`src/rtl/pulse_sched_gen_if.sv`:
```
// pulse_sched_gen_if: run controls, schedule-table write port and pulse outputs of pulse_sched_gen.
// master drives controls and table writes; slave is the generator.
interface pulse_sched_gen_if #(
  parameter int DIV_W     = 32,
  parameter int SEQ_DEPTH = 16,
  parameter int SECS_W    = 8
);
  localparam int AW = $clog2(SEQ_DEPTH);

  logic              start;
  logic [1:0]        mode;
  logic              seq_we;
  logic [AW-1:0]     seq_addr;
  logic [DIV_W-1:0]  seq_half;
  logic [SECS_W-1:0] seq_secs;
  logic [AW:0]       seq_len;
  logic              pulse_out;
  logic              step;
  logic [15:0]       step_count;
  logic [AW-1:0]     seq_idx;
  logic              seq_done;
  logic              pulse1;
  logic              pulsehalf;

  modport master (
    output start, mode, seq_we, seq_addr, seq_half, seq_secs, seq_len,
    input  pulse_out, step, step_count, seq_idx, seq_done, pulse1, pulsehalf
  );

  modport slave (
    input  start, mode, seq_we, seq_addr, seq_half, seq_secs, seq_len,
    output pulse_out, step, step_count, seq_idx, seq_done, pulse1, pulsehalf
  );
endinterface

```
`src/rtl/pulse_sched_gen.sv`:
```
// pulse_sched_gen: 50%-duty step pulse at a fixed rate or from a (half-period, seconds) schedule table,
// plus free-running 1 Hz / 0.5 Hz references. Define SEQ_LOOP_EN to repeat the schedule instead of stopping.
module pulse_sched_gen #(
  parameter int CLK_HZ    = 100000000,
  parameter int DIV_W     = 32,
  parameter int SEQ_DEPTH = 16,
  parameter int SECS_W    = 8,
  parameter int RATE_A    = 32,
  parameter int RATE_B    = 64,
  parameter int RATE_C    = 128
) (
  input  logic             clk,
  input  logic             rst,
  pulse_sched_gen_if.slave bus
);
  // state      | meaning
  // S_IDLE     | start low, pulse quiet, counters held
  // S_FIXED    | fixed-rate square wave selected by mode 00/01/10
  // S_SEQ_LOAD | one cycle: latch table[seq_idx], skip zero-second entries
  // S_SEQ_RUN  | square wave at latched half-period for latched seconds
  // S_DONE     | schedule finished, seq_done held until start falls or mode changes
  typedef enum logic [2:0] {S_IDLE, S_FIXED, S_SEQ_LOAD, S_SEQ_RUN, S_DONE} state_t;

  localparam int AW = $clog2(SEQ_DEPTH);
  localparam logic [DIV_W-1:0] HALF_A   = DIV_W'(CLK_HZ / (2 * RATE_A));
  localparam logic [DIV_W-1:0] HALF_B   = DIV_W'(CLK_HZ / (2 * RATE_B));
  localparam logic [DIV_W-1:0] HALF_C   = DIV_W'(CLK_HZ / (2 * RATE_C));
  localparam logic [31:0]      SEC_LAST = 32'(CLK_HZ - 1);
  localparam logic [31:0]      P1_LAST  = 32'(CLK_HZ / 2 - 1);
  localparam logic [AW:0]      LEN_MAX  = (AW+1)'(SEQ_DEPTH);

  state_t            state;
  logic [DIV_W-1:0]  tbl_half [SEQ_DEPTH];
  logic [SECS_W-1:0] tbl_secs [SEQ_DEPTH];
  logic [DIV_W-1:0]  div_cnt, run_half, fixed_half, act_half;
  logic [31:0]       sec_cnt, p1_cnt;
  logic [SECS_W-1:0] secs_left;
  logic [AW:0]       len_last;
  logic [1:0]        mode_q;
  logic              start_q, restart, run_end, do_adv, idx_last;
  logic              pulse_q, step_q, done_q, p1_q, ph_q;
  logic [15:0]       step_cnt_q;
  logic [AW-1:0]     idx_q;

  always_ff @(posedge clk) begin
    if (bus.seq_we) begin
      tbl_half[bus.seq_addr] <= bus.seq_half;
      tbl_secs[bus.seq_addr] <= bus.seq_secs;
    end
  end

  always_comb begin
    case (bus.mode)
      2'b01:   fixed_half = HALF_B;
      2'b10:   fixed_half = HALF_C;
      default: fixed_half = HALF_A;
    endcase
  end

  always_comb begin
    if (bus.seq_len == '0)          len_last = '0;
    else if (bus.seq_len > LEN_MAX) len_last = LEN_MAX - (AW+1)'(1);
    else                            len_last = bus.seq_len - (AW+1)'(1);
  end

  assign act_half = (state == S_FIXED) ? fixed_half : run_half;
  assign idx_last = ({1'b0, idx_q} >= len_last);
  assign restart  = bus.start && (!start_q || (bus.mode != mode_q));
  assign run_end  = (state == S_SEQ_RUN) && (sec_cnt == '0) && (secs_left <= SECS_W'(1));
  assign do_adv   = run_end || ((state == S_SEQ_LOAD) && (tbl_secs[idx_q] == '0));

  always_ff @(posedge clk or posedge rst) begin
    if (rst) begin
      state      <= S_IDLE;
      start_q    <= 1'b0;
      mode_q     <= 2'b00;
      div_cnt    <= '0;
      run_half   <= '0;
      sec_cnt    <= '0;
      secs_left  <= '0;
      pulse_q    <= 1'b0;
      step_q     <= 1'b0;
      step_cnt_q <= '0;
      idx_q      <= '0;
      done_q     <= 1'b0;
    end else begin
      start_q <= bus.start;
      mode_q  <= bus.mode;
      step_q  <= 1'b0;
      if (!bus.start) begin
        state     <= S_IDLE;
        pulse_q   <= 1'b0;
        done_q    <= 1'b0;
        div_cnt   <= '0;
        sec_cnt   <= '0;
        secs_left <= '0;
      end else if (restart) begin
        pulse_q    <= 1'b0;
        done_q     <= 1'b0;
        step_cnt_q <= '0;
        idx_q      <= '0;
        sec_cnt    <= '0;
        secs_left  <= '0;
        if (bus.mode == 2'b11) begin
          state   <= S_SEQ_LOAD;
          div_cnt <= '0;
        end else begin
          state   <= S_FIXED;
          div_cnt <= fixed_half - DIV_W'(1);
        end
      end else begin
        done_q <= 1'b0;
        case (state)
          S_SEQ_LOAD: begin
            run_half  <= tbl_half[idx_q];
            secs_left <= tbl_secs[idx_q];
            sec_cnt   <= SEC_LAST;
            div_cnt   <= tbl_half[idx_q] - DIV_W'(1);
            pulse_q   <= 1'b0;
            state     <= S_SEQ_RUN;
          end
          S_FIXED, S_SEQ_RUN: begin
            if (state == S_SEQ_RUN) begin
              if (sec_cnt == '0) begin
                sec_cnt   <= SEC_LAST;
                secs_left <= secs_left - SECS_W'(1);
              end else begin
                sec_cnt <= sec_cnt - 32'd1;
              end
            end
            // entry end overrides any divider toggle on the same edge
            if (run_end) begin
              pulse_q <= 1'b0;
              div_cnt <= '0;
            end else if (act_half == '0) begin
              pulse_q <= 1'b0;
            end else if (div_cnt == '0) begin
              div_cnt <= act_half - DIV_W'(1);
              pulse_q <= !pulse_q;
              if (!pulse_q) begin
                step_q     <= 1'b1;
                step_cnt_q <= step_cnt_q + 16'd1;
              end
            end else begin
              div_cnt <= div_cnt - DIV_W'(1);
            end
          end
          S_DONE:  done_q <= 1'b1;
          default: ;
        endcase
        if (do_adv) begin
          if (!idx_last) begin
            idx_q <= idx_q + AW'(1);
            state <= S_SEQ_LOAD;
          end else begin
`ifdef SEQ_LOOP_EN
            idx_q <= '0;
            state <= S_SEQ_LOAD;
`else
            state <= S_DONE;
`endif
            done_q <= 1'b1;
          end
        end
      end
    end
  end

  // pulsehalf toggles on each pulse1 fall, giving half the pulse1 rate
  always_ff @(posedge clk or posedge rst) begin
    if (rst) begin
      p1_cnt <= P1_LAST;
      p1_q   <= 1'b0;
      ph_q   <= 1'b0;
    end else if (p1_cnt == '0) begin
      p1_cnt <= P1_LAST;
      p1_q   <= !p1_q;
      if (p1_q) ph_q <= !ph_q;
    end else begin
      p1_cnt <= p1_cnt - 32'd1;
    end
  end

  assign bus.pulse_out  = pulse_q;
  assign bus.step       = step_q;
  assign bus.step_count = step_cnt_q;
  assign bus.seq_idx    = idx_q;
  assign bus.seq_done   = done_q;
  assign bus.pulse1     = p1_q;
  assign bus.pulsehalf  = ph_q;
endmodule

```
`src/flat_wrapper.sv`:
```
// flat-port wrapper written by rule: the top's interface ports become plain ports
module pulse_sched_gen_flat 
#(
  parameter int CLK_HZ    = 100000000,
  parameter int DIV_W     = 32,
  parameter int SEQ_DEPTH = 16,
  parameter int SECS_W    = 8,
  parameter int RATE_A    = 32,
  parameter int RATE_B    = 64,
  parameter int RATE_C    = 128
)
  (clk, rst, bus_start, bus_mode, bus_seq_we, bus_seq_addr, bus_seq_half, bus_seq_secs, bus_seq_len, bus_pulse_out, bus_step, bus_step_count, bus_seq_idx, bus_seq_done, bus_pulse1, bus_pulsehalf);
  pulse_sched_gen_if #(.DIV_W(DIV_W), .SEQ_DEPTH(SEQ_DEPTH), .SECS_W(SECS_W)) bus_i ();
  input  logic clk;
  input  logic rst;
  input wire logic [$bits(bus_i.start)-1:0] bus_start;
  input wire logic [$bits(bus_i.mode)-1:0] bus_mode;
  input wire logic [$bits(bus_i.seq_we)-1:0] bus_seq_we;
  input wire logic [$bits(bus_i.seq_addr)-1:0] bus_seq_addr;
  input wire logic [$bits(bus_i.seq_half)-1:0] bus_seq_half;
  input wire logic [$bits(bus_i.seq_secs)-1:0] bus_seq_secs;
  input wire logic [$bits(bus_i.seq_len)-1:0] bus_seq_len;
  output wire logic [$bits(bus_i.pulse_out)-1:0] bus_pulse_out;
  output wire logic [$bits(bus_i.step)-1:0] bus_step;
  output wire logic [$bits(bus_i.step_count)-1:0] bus_step_count;
  output wire logic [$bits(bus_i.seq_idx)-1:0] bus_seq_idx;
  output wire logic [$bits(bus_i.seq_done)-1:0] bus_seq_done;
  output wire logic [$bits(bus_i.pulse1)-1:0] bus_pulse1;
  output wire logic [$bits(bus_i.pulsehalf)-1:0] bus_pulsehalf;
  assign bus_i.start = bus_start;
  assign bus_i.mode = bus_mode;
  assign bus_i.seq_we = bus_seq_we;
  assign bus_i.seq_addr = bus_seq_addr;
  assign bus_i.seq_half = bus_seq_half;
  assign bus_i.seq_secs = bus_seq_secs;
  assign bus_i.seq_len = bus_seq_len;
  assign bus_pulse_out = bus_i.pulse_out;
  assign bus_step = bus_i.step;
  assign bus_step_count = bus_i.step_count;
  assign bus_seq_idx = bus_i.seq_idx;
  assign bus_seq_done = bus_i.seq_done;
  assign bus_pulse1 = bus_i.pulse1;
  assign bus_pulsehalf = bus_i.pulsehalf;
  pulse_sched_gen #(.CLK_HZ(CLK_HZ), .DIV_W(DIV_W), .SEQ_DEPTH(SEQ_DEPTH), .SECS_W(SECS_W), .RATE_A(RATE_A), .RATE_B(RATE_B), .RATE_C(RATE_C)) u_core (.clk(clk), .rst(rst), .bus(bus_i));
endmodule
```
`config.mk`:
```
export PLATFORM = sky130hd
export DESIGN_NAME = pulse_sched_gen_flat
export DESIGN_NICKNAME = d
export VERILOG_FILES = /design/src/rtl/pulse_sched_gen_if.sv /design/src/rtl/pulse_sched_gen.sv /design/src/flat_wrapper.sv
export SDC_FILE = /design/constraint.sdc
export NUM_CORES = 1
export LEC_CHECK = 0
export BUFFER_PORTS_ARGS = -buffer_cell sky130_fd_sc_hd__buf_4
export CAP_MARGIN = 10
export CORE_UTILIZATION = 35
export DETAILED_ROUTE_END_ITERATION = 8
export PLACE_DENSITY = 0.51
export SETUP_SLACK_MARGIN = 0.05
export SYNTH_ARGS = -nofsm -noshare
export SYNTH_HDL_FRONTEND = slang
export SYNTH_SLANG_ARGS = --single-unit
```
`constraint.sdc`:
```
create_clock -name clk -period 4.5 [get_ports clk]
set_input_delay 0.225 -clock clk [delete_from_list [all_inputs] [get_ports clk]]
set_output_delay 0.225 -clock clk [all_outputs]
set_load 0.02 [all_outputs]
```
==> results.md <==
| Result | Value |
|---|---|
| Status | complete, no violations |
| Post-route setup TNS | 0 ps |
| Total number of placement rows | 115 |
| Part of the Yosys area used for sequential elements | 67.09% |
| Max transition margin | 14.17% |
| Die Y | 317.8 um |
| Initial standard-cell utilization of the core | 35.42% |
| Internal power consumption | 12.77 mW |
| Netlist area before placement | 34,910 um2 |
| CTS sink cnt | 807 |
| Placed standard-cell area | 37,670 um2 |
| Clock H-tree levels | 3 |
| Number of buffer and inverter stages on the critical path | 0 |
| Highest clock frequency the design can meet | 237.2 MHz |
| Power share of the combinational group | 7.1% |
| Root Buffer Master | sky130_fd_sc_hd__clkbuf_16 |
| Delay of the slowest cell on the worst path | 530 ps |
| Clock tree from TritonCTS | yes |
| Top Ports | 80 |
| Setup violation total in the final timing report | 0 |
| Proportion of register bits with asynchronous set or reset after synthesis | 20.69% |
| Fraction of layout cells with a size suffix above 1 | 19.14% |
| Number of buffers created by CTS | 89 |
| Yosys warns | 0 |
| Area added between synthesis and finish | 17.46% |
| Switching share of power | 23.40% |
| Total congestion overflow after global routing | 0 |
| Number of nets with antenna violations after detailed routing | 0 |
| Clock slew seen by the registers of the worst setup and hold paths | 60 ps |
| Measured slew at the worst slew-check pin | 1287 ps |
| Area of the multi-input gates | 11,000 um2 |
| Leak Pwr | 13.94 nW |
| Arrival time reported for the critical path endpoint | 4750 ps |
| Area of the core | 98,560 um2 |
| Chain of cells forming the critical path | or3b_2, a21oi_2, nor2_1, nor2_1, ha_1, nor3b_2, nand4_1, or4_1, mux2_2, nor4_4, nand4_1, a22oi_1, nand3_1, or3_1 |
| Number of violations of the max-capacitance limit | 0 |
| Number of optimization iterations in the first detailed-route pass | 5 |
| DIE AREA | 101,000 um2 |
| Critical path's slowest cell | sky130_fd_sc_hd__or3b_2 |
| Mean instance size in the synthesized netlist | 14.82 um2 |
| Die width | 317.8 um |
| Wire length of the first global-routing pass | 144,600 um |
| Final setup skew | 22.68 ps |
| Drt via density | 5.535 |
| Buffers added on ports | 79 |
| Library cells used by synthesis | 85 |
| Largest fanout on the critical path | 6 |
| Gpl congestion | 0.8906 |
| Maximum vdd drop | 247.5 uV |
| Via count of the routed design | 21,740 |
| Clock latency on the worst-skew pair | 660 ps |
| Layout filler cell count | 8,930 |
| Final Hold Violating Endpoints | 0 |
| Launching element type of the critical path | flip-flop |
| Number of synthesized flops with an enable pin | 640 |
| Area used by sequential logic in the layout | 23,430 um2 |
| Ys flop type | sky130_fd_sc_hd__edfxtp_1 |
| Synthesized netlist net count | 2,433 |
| Syn Inst Count | 2,356 |
| Gr usage total | 18.94% |
| Via count of the first global-routing pass | 22,210 |
| Crit end category | flip-flop |
| Nets | 2,644 |
| Setup repair after global routing missed its margin | true |
| DRC errors left | 0 |
| Clock network fraction of design power | 42.5% |
| Worst Path Required | 5030 ps |
| Slew Viols, Final | 0 |
| Path type of the worst setup path | reg -> reg |
| Path category of the worst min-delay check | in -> reg |
| Wirelength per Cell | 24.42 um |
| Most common library cell in the layout ignoring fill and taps | sky130_fd_sc_hd__edfxtp_1 |
| Total power divided by cell area | 406.7 nW/um2 |
| Estimated wirelength of the detail-placed design | 58,070 um |
| DRT Wirelength | 95,910 um |
| Initial DRC Count | 1,999 |
| Net switching power | 3.902 mW |
| Number of antenna violations at the first check in global routing | 3 |
| Highest-count cells in the layout ignoring fill and taps | 640 x sky130_fd_sc_hd__edfxtp_1, 177 x sky130_fd_sc_hd__buf_4, 163 x sky130_fd_sc_hd__nand2_1 |
| Pin count of the biggest net entering global routing | 168 |
| Final period util | 93.70% |
| Final min period | 4216 ps |
| Maximum clock path buffer count | 3 |
| Count of state elements after synthesis | 807 |
| Post-Layout Inst Area | 41,000 um2 |
| Gate family responsible for the most delay along the worst path | simple AND/OR/NAND/NOR gates |
| Sequential group share of total power | 50.4% |
-- routing by layer --
layer | global-route usage, % | wire [um] | vias to the layer above
met3 | 2.904 | 4571 | 146
met1 | 26.57 | 44000 | 11300
met2 | 30.48 | 45310 | 601
met5 | 0 | 30 | -
met4 | 5.329 | 1990 | 6
li1 | - | - | 9688
-- final timing paths --
kind | start | cells past startpoint | slack [ps] | endpoint
worst max-delay path | u_core.state[1] | 14 | 280 | u_core.div_cnt[28]
worst min-delay path | bus_seq_addr[1] | 3 | 210 | u_core.tbl_half[12][26]
worst max register to register | u_core.state[1] | 14 | 280 | u_core.div_cnt[28]
worst min register to register | u_core.p1_cnt[0] | 1 | 450 | u_core.p1_cnt[0]
max in group asynchronous | rst | 4 | 3250 | u_core.bus.seq_idx[0]
min in group asynchronous | rst | 4 | 420 | u_core.sec_cnt[29]
-- cells in the mapped netlist (21+ instances only) --
library cell                 n  share of area (%)
sky130_fd_sc_hd__a31oi_1    23               0.41
sky130_fd_sc_hd__mux4_2    111                7.2
sky130_fd_sc_hd__xnor2_1    54                1.4
sky130_fd_sc_hd__ha_1       22               0.79
sky130_fd_sc_hd__clkbuf_1   74               0.80
sky130_fd_sc_hd__inv_1      25               0.27
sky130_fd_sc_hd__buf_2      21               0.30
sky130_fd_sc_hd__dfrtp_1   149                 11
sky130_fd_sc_hd__a22oi_1    40               0.86
sky130_fd_sc_hd__a221oi_1   60                1.5
sky130_fd_sc_hd__a21oi_1    77                1.1
sky130_fd_sc_hd__mux2i_1   111                3.2
sky130_fd_sc_hd__xor2_1     35               0.88
sky130_fd_sc_hd__or3_1      21               0.38
sky130_fd_sc_hd__nor2_1    174                1.9
sky130_fd_sc_hd__nand3_1    42               0.60
sky130_fd_sc_hd__nand4_1    25               0.45
sky130_fd_sc_hd__nor3_1     60               0.86
sky130_fd_sc_hd__nand2_1   163                1.8
sky130_fd_sc_hd__o21ai_0   126                1.8
sky130_fd_sc_hd__nand2b_1   24               0.43
sky130_fd_sc_hd__nor4_1     37               0.66
sky130_fd_sc_hd__edfxtp_1  640                 55
-- sequential cells by signal (all words and copies together) (netlist names), 8 cells and up --
| signal | count |
|---|---|
| u_core.p1_cnt | 32 |
| u_core.tbl_secs | 128 |
| u_core.div_cnt | 32 |
| u_core.sec_cnt | 32 |
| u_core.run_half | 32 |
| u_core.secs_left | 8 |
| u_core.bus.step_count | 16 |
| u_core.tbl_half | 512 |
-- per-stage QoR --
| step | utilization [%] | hold slack [ps] | worst slack (ps) | cells | power [mW] |
|---|---|---|---|---|---|
| after floorplan | - | 256.4 | -82.61 | 2356 | 9.189 |
| after global routing | 41.60 | 191.4 | 17.02 | 3926 | 17.27 |
| after CTS | 41.53 | 161.9 | 89.26 | 3919 | 16.86 |
| final | 41.60 | 211.6 | 283.6 | 3928 | 16.68 |
| after global placement | 38.22 | 390.9 | 103.9 | 3712 | 9.667 |
| after detailed placement | 38.22 | 399.5 | 81.03 | 3712 | 9.686 |
-- worst register-to-register path, cell delays in order (launching register included) --
cell and delay [ps]:
sky130_fd_sc_hd__dfrtp_1 370, sky130_fd_sc_hd__or3b_2 530, sky130_fd_sc_hd__a21oi_2 220, sky130_fd_sc_hd__nor2_1 60, sky130_fd_sc_hd__nor2_1 90, sky130_fd_sc_hd__ha_1 180
sky130_fd_sc_hd__nor3b_2 240, sky130_fd_sc_hd__nand4_1 170, sky130_fd_sc_hd__or4_1 520, sky130_fd_sc_hd__mux2_2 340, sky130_fd_sc_hd__nor4_4 430, sky130_fd_sc_hd__nand4_1 220
sky130_fd_sc_hd__a22oi_1 190, sky130_fd_sc_hd__nand3_1 130, sky130_fd_sc_hd__or3_1 390
-- layout make-up --
class                           count  share of cell area [%]
Antenna cell                        2                 0.01221
Clock buffer                      121                   5.871
Clock inverter                     42                   1.034
Inverter                           25                  0.2380
Multi-Input combinational cell   1410                   26.82
Sequential cell                   807                   57.15
Tap cell                         1287                   3.927
Timing Repair Buffer              234                   4.950
-- cell families (layout without fill, tap and decap cells) --
kind of cell,count (synthesis),after routing,synth area share [%]
AND/OR/NAND/NOR,643,643,9.341
other,0,2,0
adder cells (fa/ha/maj),22,22,0.7885
buffers and inverters,139,422,1.878
multiplexers,227,227,10.51
flip-flops,807,807,67.09
AO/OA/AOI/OAI,429,429,8.162
XOR/XNOR,89,89,2.233
-- power groups by stage --
stage | registers (mW) | clock network [mW] | logic [mW]
6_report | 8.41 | 7.09 | 1.18
5_1_grt | 8.42 | 7.56 | 1.29
4_1_cts | 8.40 | 7.28 | 1.17
3_5_place_dp | 8.55 | 0 | 1.13
3_3_place_gp | 8.55 | 0 | 1.12
2_1_floorplan | 8.50 | 0 | 0.689
-- what timing repair did --
action / 4_1_cts / 5_1_grt
endpoints found under the hold margin: 798 / 0
buffers inserted: 0 / 7
hold buffers: 44 / 0
endpoints found under the setup margin: 1 / 5
pin swaps: 1 / 1
gates resized for setup: 0 / 2
No activity file was read; power rests on OpenSTA's default activity.
